File: config.mk
export PLATFORM = sky130hd
export DESIGN_NAME = wb_regfile
export DESIGN_NICKNAME = d
export VERILOG_FILES = /design/src/rtl/wb_regfile.sv
export SDC_FILE = /design/constraint.sdc
export NUM_CORES = 2
export LEC_CHECK = 0
export ABC_AREA = 0
export CORE_UTILIZATION = 50
export CTS_CLUSTER_DIAMETER = 80
export DETAILED_ROUTE_END_ITERATION = 8
export DONT_BUFFER_PORTS = 1
export HOLD_SLACK_MARGIN = 0.03
export PLACE_DENSITY = 0.68
export SKIP_LAST_GASP = 1
export SYNTH_ARGS = -nofsm -noshare
export SYNTH_HDL_FRONTEND = slang
export SYNTH_SLANG_ARGS = --single-unit
File: constraint.sdc
create_clock -name clk -period 2.5 [get_ports clk]
set_input_delay 0.5 -clock clk [delete_from_list [all_inputs] [get_ports clk]]
set_output_delay 0.5 -clock clk [all_outputs]
set_load 0.005 [all_outputs]
File: src/rtl/wb_regfile.sv
// wb_regfile: architectural integer register file at the write-back end.
//
// Purpose:
//   Takes the registered write-back triple (wb_wreg, wb_wd, wb_wdata) from
//   MEM/WB and serves two combinational decode read ports. A write in the
//   same cycle is forwarded to a read of the same register. A pending-write
//   scoreboard tracks late-arriving results (loads) so that decode can stall
//   until the producing write-back retires. Entry x0 always reads as zero.
//
// Ports:
//   clk              core clock, rising-edge state updates
//   rst              asynchronous reset, active low
//   wb_wreg/wb_wd/wb_wdata   write-back enable / destination / data
//   re1/raddr1/rdata1        read port 1 enable / address / data
//   re2/raddr2/rdata2        read port 2 enable / address / data
//   sb_set/sb_addr           mark sb_addr as having a pending write
//   busy1/busy2              read address has a pending write not retiring now
//
// Optional build macro REGFILE_DEBUG_PORT_EN:
//   adds dbg_raddr/dbg_rdata, an unbypassed, always-enabled read port for
//   the debug path (returns 0 for x0 and while in reset).

// Per-read-port select/bypass/hazard logic.
module wb_regfile_rd #(
  parameter int DATA_W = 32,
  parameter int ADDR_W = 5
) (
  input  logic              rst,
  input  logic              re,
  input  logic [ADDR_W-1:0] raddr,
  input  logic [DATA_W-1:0] reg_q,    // regs[raddr]
  input  logic              pend_q,   // pend[raddr]
  input  logic              wb_wreg,
  input  logic [ADDR_W-1:0] wb_wd,
  input  logic [DATA_W-1:0] wb_wdata,
  output logic [DATA_W-1:0] rdata,
  output logic              busy
);
  logic active;
  logic hit;

  // Reset, disabled port and x0 all force zero; nothing else may leak out.
  assign active = rst && re && (raddr != '0);
  assign hit    = wb_wreg && (wb_wd == raddr);

  always_comb begin
    rdata = '0;
    if (active) rdata = hit ? wb_wdata : reg_q;
  end

  // A pending register that retires this cycle is served by the bypass,
  // so it does not stall decode.
  assign busy = active && pend_q && !hit;
endmodule

module wb_regfile #(
  parameter int DATA_W = 32,
  parameter int ADDR_W = 5,
  parameter int NREGS  = 32
) (
  input  logic              clk,
  input  logic              rst,
  input  logic              wb_wreg,
  input  logic [ADDR_W-1:0] wb_wd,
  input  logic [DATA_W-1:0] wb_wdata,
  input  logic              re1,
  input  logic [ADDR_W-1:0] raddr1,
  output logic [DATA_W-1:0] rdata1,
  input  logic              re2,
  input  logic [ADDR_W-1:0] raddr2,
  output logic [DATA_W-1:0] rdata2,
  input  logic              sb_set,
  input  logic [ADDR_W-1:0] sb_addr,
  output logic              busy1,
  output logic              busy2
`ifdef REGFILE_DEBUG_PORT_EN
  ,
  input  logic [ADDR_W-1:0] dbg_raddr,
  output logic [DATA_W-1:0] dbg_rdata
`endif
);
  localparam int NRD = 2;

  logic [NREGS-1:0][DATA_W-1:0] regs;
  logic [NREGS-1:0]             pend;

  logic [NRD-1:0]             re;
  logic [NRD-1:0][ADDR_W-1:0] raddr;
  logic [NRD-1:0][DATA_W-1:0] rdata;
  logic [NRD-1:0]             busy;

  logic wr_en;
  logic set_en;

  assign wr_en  = wb_wreg && (wb_wd != '0);
  assign set_en = sb_set && (sb_addr != '0);

  // regs[0] is only ever cleared, so it stays zero.
  always_ff @(posedge clk or negedge rst) begin
    if (!rst)       regs        <= '0;
    else if (wr_en) regs[wb_wd] <= wb_wdata;
  end

  // Set is issued after clear so that, on the same address, the later
  // non-blocking assignment (set) wins: the new producer supersedes the
  // retiring one.
  always_ff @(posedge clk or negedge rst) begin
    if (!rst) begin
      pend <= '0;
    end else begin
      if (wr_en)  pend[wb_wd]   <= 1'b0;
      if (set_en) pend[sb_addr] <= 1'b1;
    end
  end

  assign re    = {re2, re1};
  assign raddr = {raddr2, raddr1};

  for (genvar g = 0; g < NRD; g++) begin : g_rd
    wb_regfile_rd #(.DATA_W(DATA_W), .ADDR_W(ADDR_W)) u_rd (
      .rst      (rst),
      .re       (re[g]),
      .raddr    (raddr[g]),
      .reg_q    (regs[raddr[g]]),
      .pend_q   (pend[raddr[g]]),
      .wb_wreg  (wb_wreg),
      .wb_wd    (wb_wd),
      .wb_wdata (wb_wdata),
      .rdata    (rdata[g]),
      .busy     (busy[g])
    );
  end

  assign rdata1 = rdata[0];
  assign rdata2 = rdata[1];
  assign busy1  = busy[0];
  assign busy2  = busy[1];

`ifdef REGFILE_DEBUG_PORT_EN
  // Architectural state only: no bypass, so debug sees committed values.
  assign dbg_rdata = (!rst || dbg_raddr == '0) ? '0 : regs[dbg_raddr];
`endif
endmodule

==> impl_metrics.toml <==
[sta]
period_needed_ns = 3.77
grt_setup_unrepaired = "true"
setup_violations = 66
actual_slew_at_the_worst_max_slew_pin_ns = 1.91
maxSlewViolCount = 179
fin_hold_ws_ns = -0.504
max-slew-margin-rel = -0.276
final.period_utilization = 1.51
finalHoldViolations = 218
final.setup.tns_ns = -45.61
finalClockSkew_ns = 0
max_freq_ghz = 0.265
timing.final.ws_setup_ns = -1.27

[pwr]
power_frac_seq = 0.455
power_density_nw_per_um2 = 763
switching_share_of_power = 0.268
cell_internal_pwr_w = 0.0366
pwr-share-clk = 0.339
finalPower_w = 0.0500
comb_power_share = 0.207
switching_power_w = 0.0134
ir_drop_uv = 619
power_leakage_nw = 28.8

[yosys]
synth_largest_type_area_fraction = 0.467
synth_edf_count = 0
yosys.cell_types.count = 56
synth_top_area_cell = "dfrtp_1"
synth_ff_type = "dfrtp_1"
postSynth.asyncResetShare = 1.00
syn_inst = 3902
synth.net_count = 3960
synth_area_um2 = 56600
synth_sequential_area_ratio = 0.467
synth.yosys.warnings = 0
synth.area.top_cells = "dfrtp_1 47%, mux2_2 19%, mux4_2 16%"
synth.ff_latch_count = 1056
postSynthAreaPerCell_um2 = 14.5

[detailed_routing]
total_number_of_vias = 37534
wirelength_um = 175000
drcViolationCount = 0
via_per_inst = 6.83
drt-pass1-iter-count = 5
drc_marker_count_from_the_first_detailed_route_iteration = 3710
avgRoutedWirePerCell_um = 31.8
postRouteAntennaNets = 0

[placed_design]
dp_hpwl_um = 97600
gp_congestion = 0.821
dp.cells = 5179
quantity_of_i_o_buffers_inserted_on_ports = 0

[global_route]
grt_start_max_net_pins = 1059
grt_pass1_vias = 37788
grt_use_total = 0.300
global_route.overflow_total = 0
antenna_found_initial = 2
grt_pass1_wl_um = 257000

[run_status]
violations_in_the_final_reports = "negative hold slack, max-slew violations, negative setup slack"
run_status = "finished with violations"

[min_path]
min-delay-path-class = "primary input to asynchronous set/reset pin"

[layout]
post_route_non_filler_standard_cell_count = 5495
final_layout_size_suffix_gt1_frac = 0.529
area_growth_synth_to_finish_pct = 15.9
final_util = 0.583
finish.net_count = 3964

[cts]
clock_tree_from_tritoncts = "yes"
clock_path_buffers = 3
cts.clk_slew.worst_paths_ns = 0.06
cts_buffers = 112
cts.sink_count = 1056
htree_num_levels = 3
root_buffer = "clkbuf_16"
clkLatencyLatePin_ns = 0.69

[floorplan]
fp.dieH_um = 338
core_area_um2 = 112000
num_io_pins = 124
floorplan.die_area_um2 = 114000
floorplan.initialDensity = 0.504
floorplan.die.width_um = 338
std_cell_rows = 123

[worst_setup_path]
critical_path_class = "primary input to output port"
timing.critical_path.required_ns = 2.00
cp.arrival_ns = 3.27
worstPathMaxFanout = 389
crit_path_start_kind = "primary input"
reg2reg_setup_slack_ns = 1.29
cp-end-kind = "output port"

[flow_run]
cap_violations = 0
-- flip-flops by register name (all words and copies together), names as in the netlist --
name  flops
pend     32
regs   1024
-- cell usage in the layout, fill, tap and decap left out, types with 41 or more instances in the layout --
master	Yosys	layout
nand2_1	86	62
mux2i_1	316	301
mux2_2	978	974
dlygate4sd3_1	0	43
buf_4	38	199
mux4_2	400	402
dfrtp_1	1056	1056
buf_12	2	76
o22ai_2	0	62
clkbuf_16	0	120
a22oi_1	152	141
o22ai_1	132	41
-- path summary, 6_finish.rpt --
check / start / end / depth (start not counted)
hold reg to reg: regs[2] / regs[2] / 0
setup reg to reg: pend[20] / pend[20] / 3
hold / removal: rst / regs[34] / 0
max in group asynchronous: rst / regs[781] / 3
setup / recovery: raddr2[0] / rdata2[1] / 7
min in group clk: sb_set / pend[14] / 2
-- area by class of cell --
class	count	area, um^2
Antenna cell	1	2.50
Clock buffer	157	3170
Clock inverter	45	532
Fill cell	8727	46800
Inverter	17	63.8
Multi-Input combinational cell	2377	29600
Sequential cell	1056	26400
Tap cell	1500	1880
Timing Repair Buffer	342	3910
-- kinds of logic after synthesis --
group                  share of synthesized area
buffers and inverters                     0.0416
flip-flops                                 0.467
XOR/XNOR                                 0.00155
AND/OR/NAND/NOR                           0.0178
AO/OA/AOI/OAI                             0.0573
multiplexers                               0.415
-- stage by stage --
stage | hold WS [ns] | cell area, um^2 | setup slack [ns]
3_5_place_dp | 0.276 | 59100 | -0.283
3_3_place_gp | 0.279 | 59100 | -0.273
5_1_grt | -0.517 | 65500 | -0.628
2_1_floorplan | 0.204 | 56600 | 0.0243
4_1_cts | -0.477 | 64600 | -0.505
6_report | -0.504 | 65500 | -1.27
-- timing repair --
item	in CTS	in global routing
cloned	0	7
setup endpoints to repair	66	272
hold endpoints to repair	2069	364
hold buffers	39	8
buffers inserted	58	22
resized for setup	239	54
pin swaps	114	63
-- cell usage after synthesis, drive strengths merged, types with 2 or more instances --
library cell,number
dfrtp,1056
mux2,997
mux4,402
mux2i,316
buf,240
clkbuf,212
a22oi,152
o22ai,132
nand2,86
a32o,37
o21ai,35
a22o,34
nor4,33
a31oi,32
nor2,21
inv,16
nand3,15
nor2b,14
xor2,8
a21oi,7
nor3,7
a221oi,6
and3,6
a32oi,5
nand3b,4
nand2b,3
nor3b,3
o211ai,3
nand4b,2
o211a,2
or3,2
xnor2,2
-- worst max-delay path, cell delays in order --
cell	delay (ns)
mux4_2	1.13
a22oi_2	0.20
a31oi_1	0.11
a21oi_2	0.11
buf_4	0.15
o21ai_1	0.06
buf_4	0.13
-- metal layers --
layer / track usage / up-vias / routed length [um]
li1: - / 15162 / -
met5: 0 / - / 0
met4: 0.0888 / 0 / 5420
met2: 0.459 / 1700 / 81000
met3: 0.0708 / 329 / 15500
met1: 0.428 / 20343 / 72700
-- power groups by stage --
stage | sequential (W) | combinational [W] | clock (W)
after global routing | 0.0231 | 0.0110 | 0.0178
after floorplan | 0.0221 | 0.00756 | 0
after detailed placement | 0.0229 | 0.00857 | 0
after global placement | 0.0227 | 0.00835 | 0
final | 0.0227 | 0.0103 | 0.0169
after CTS | 0.0226 | 0.00962 | 0.0171
No activity file was read; power rests on OpenSTA's default activity.
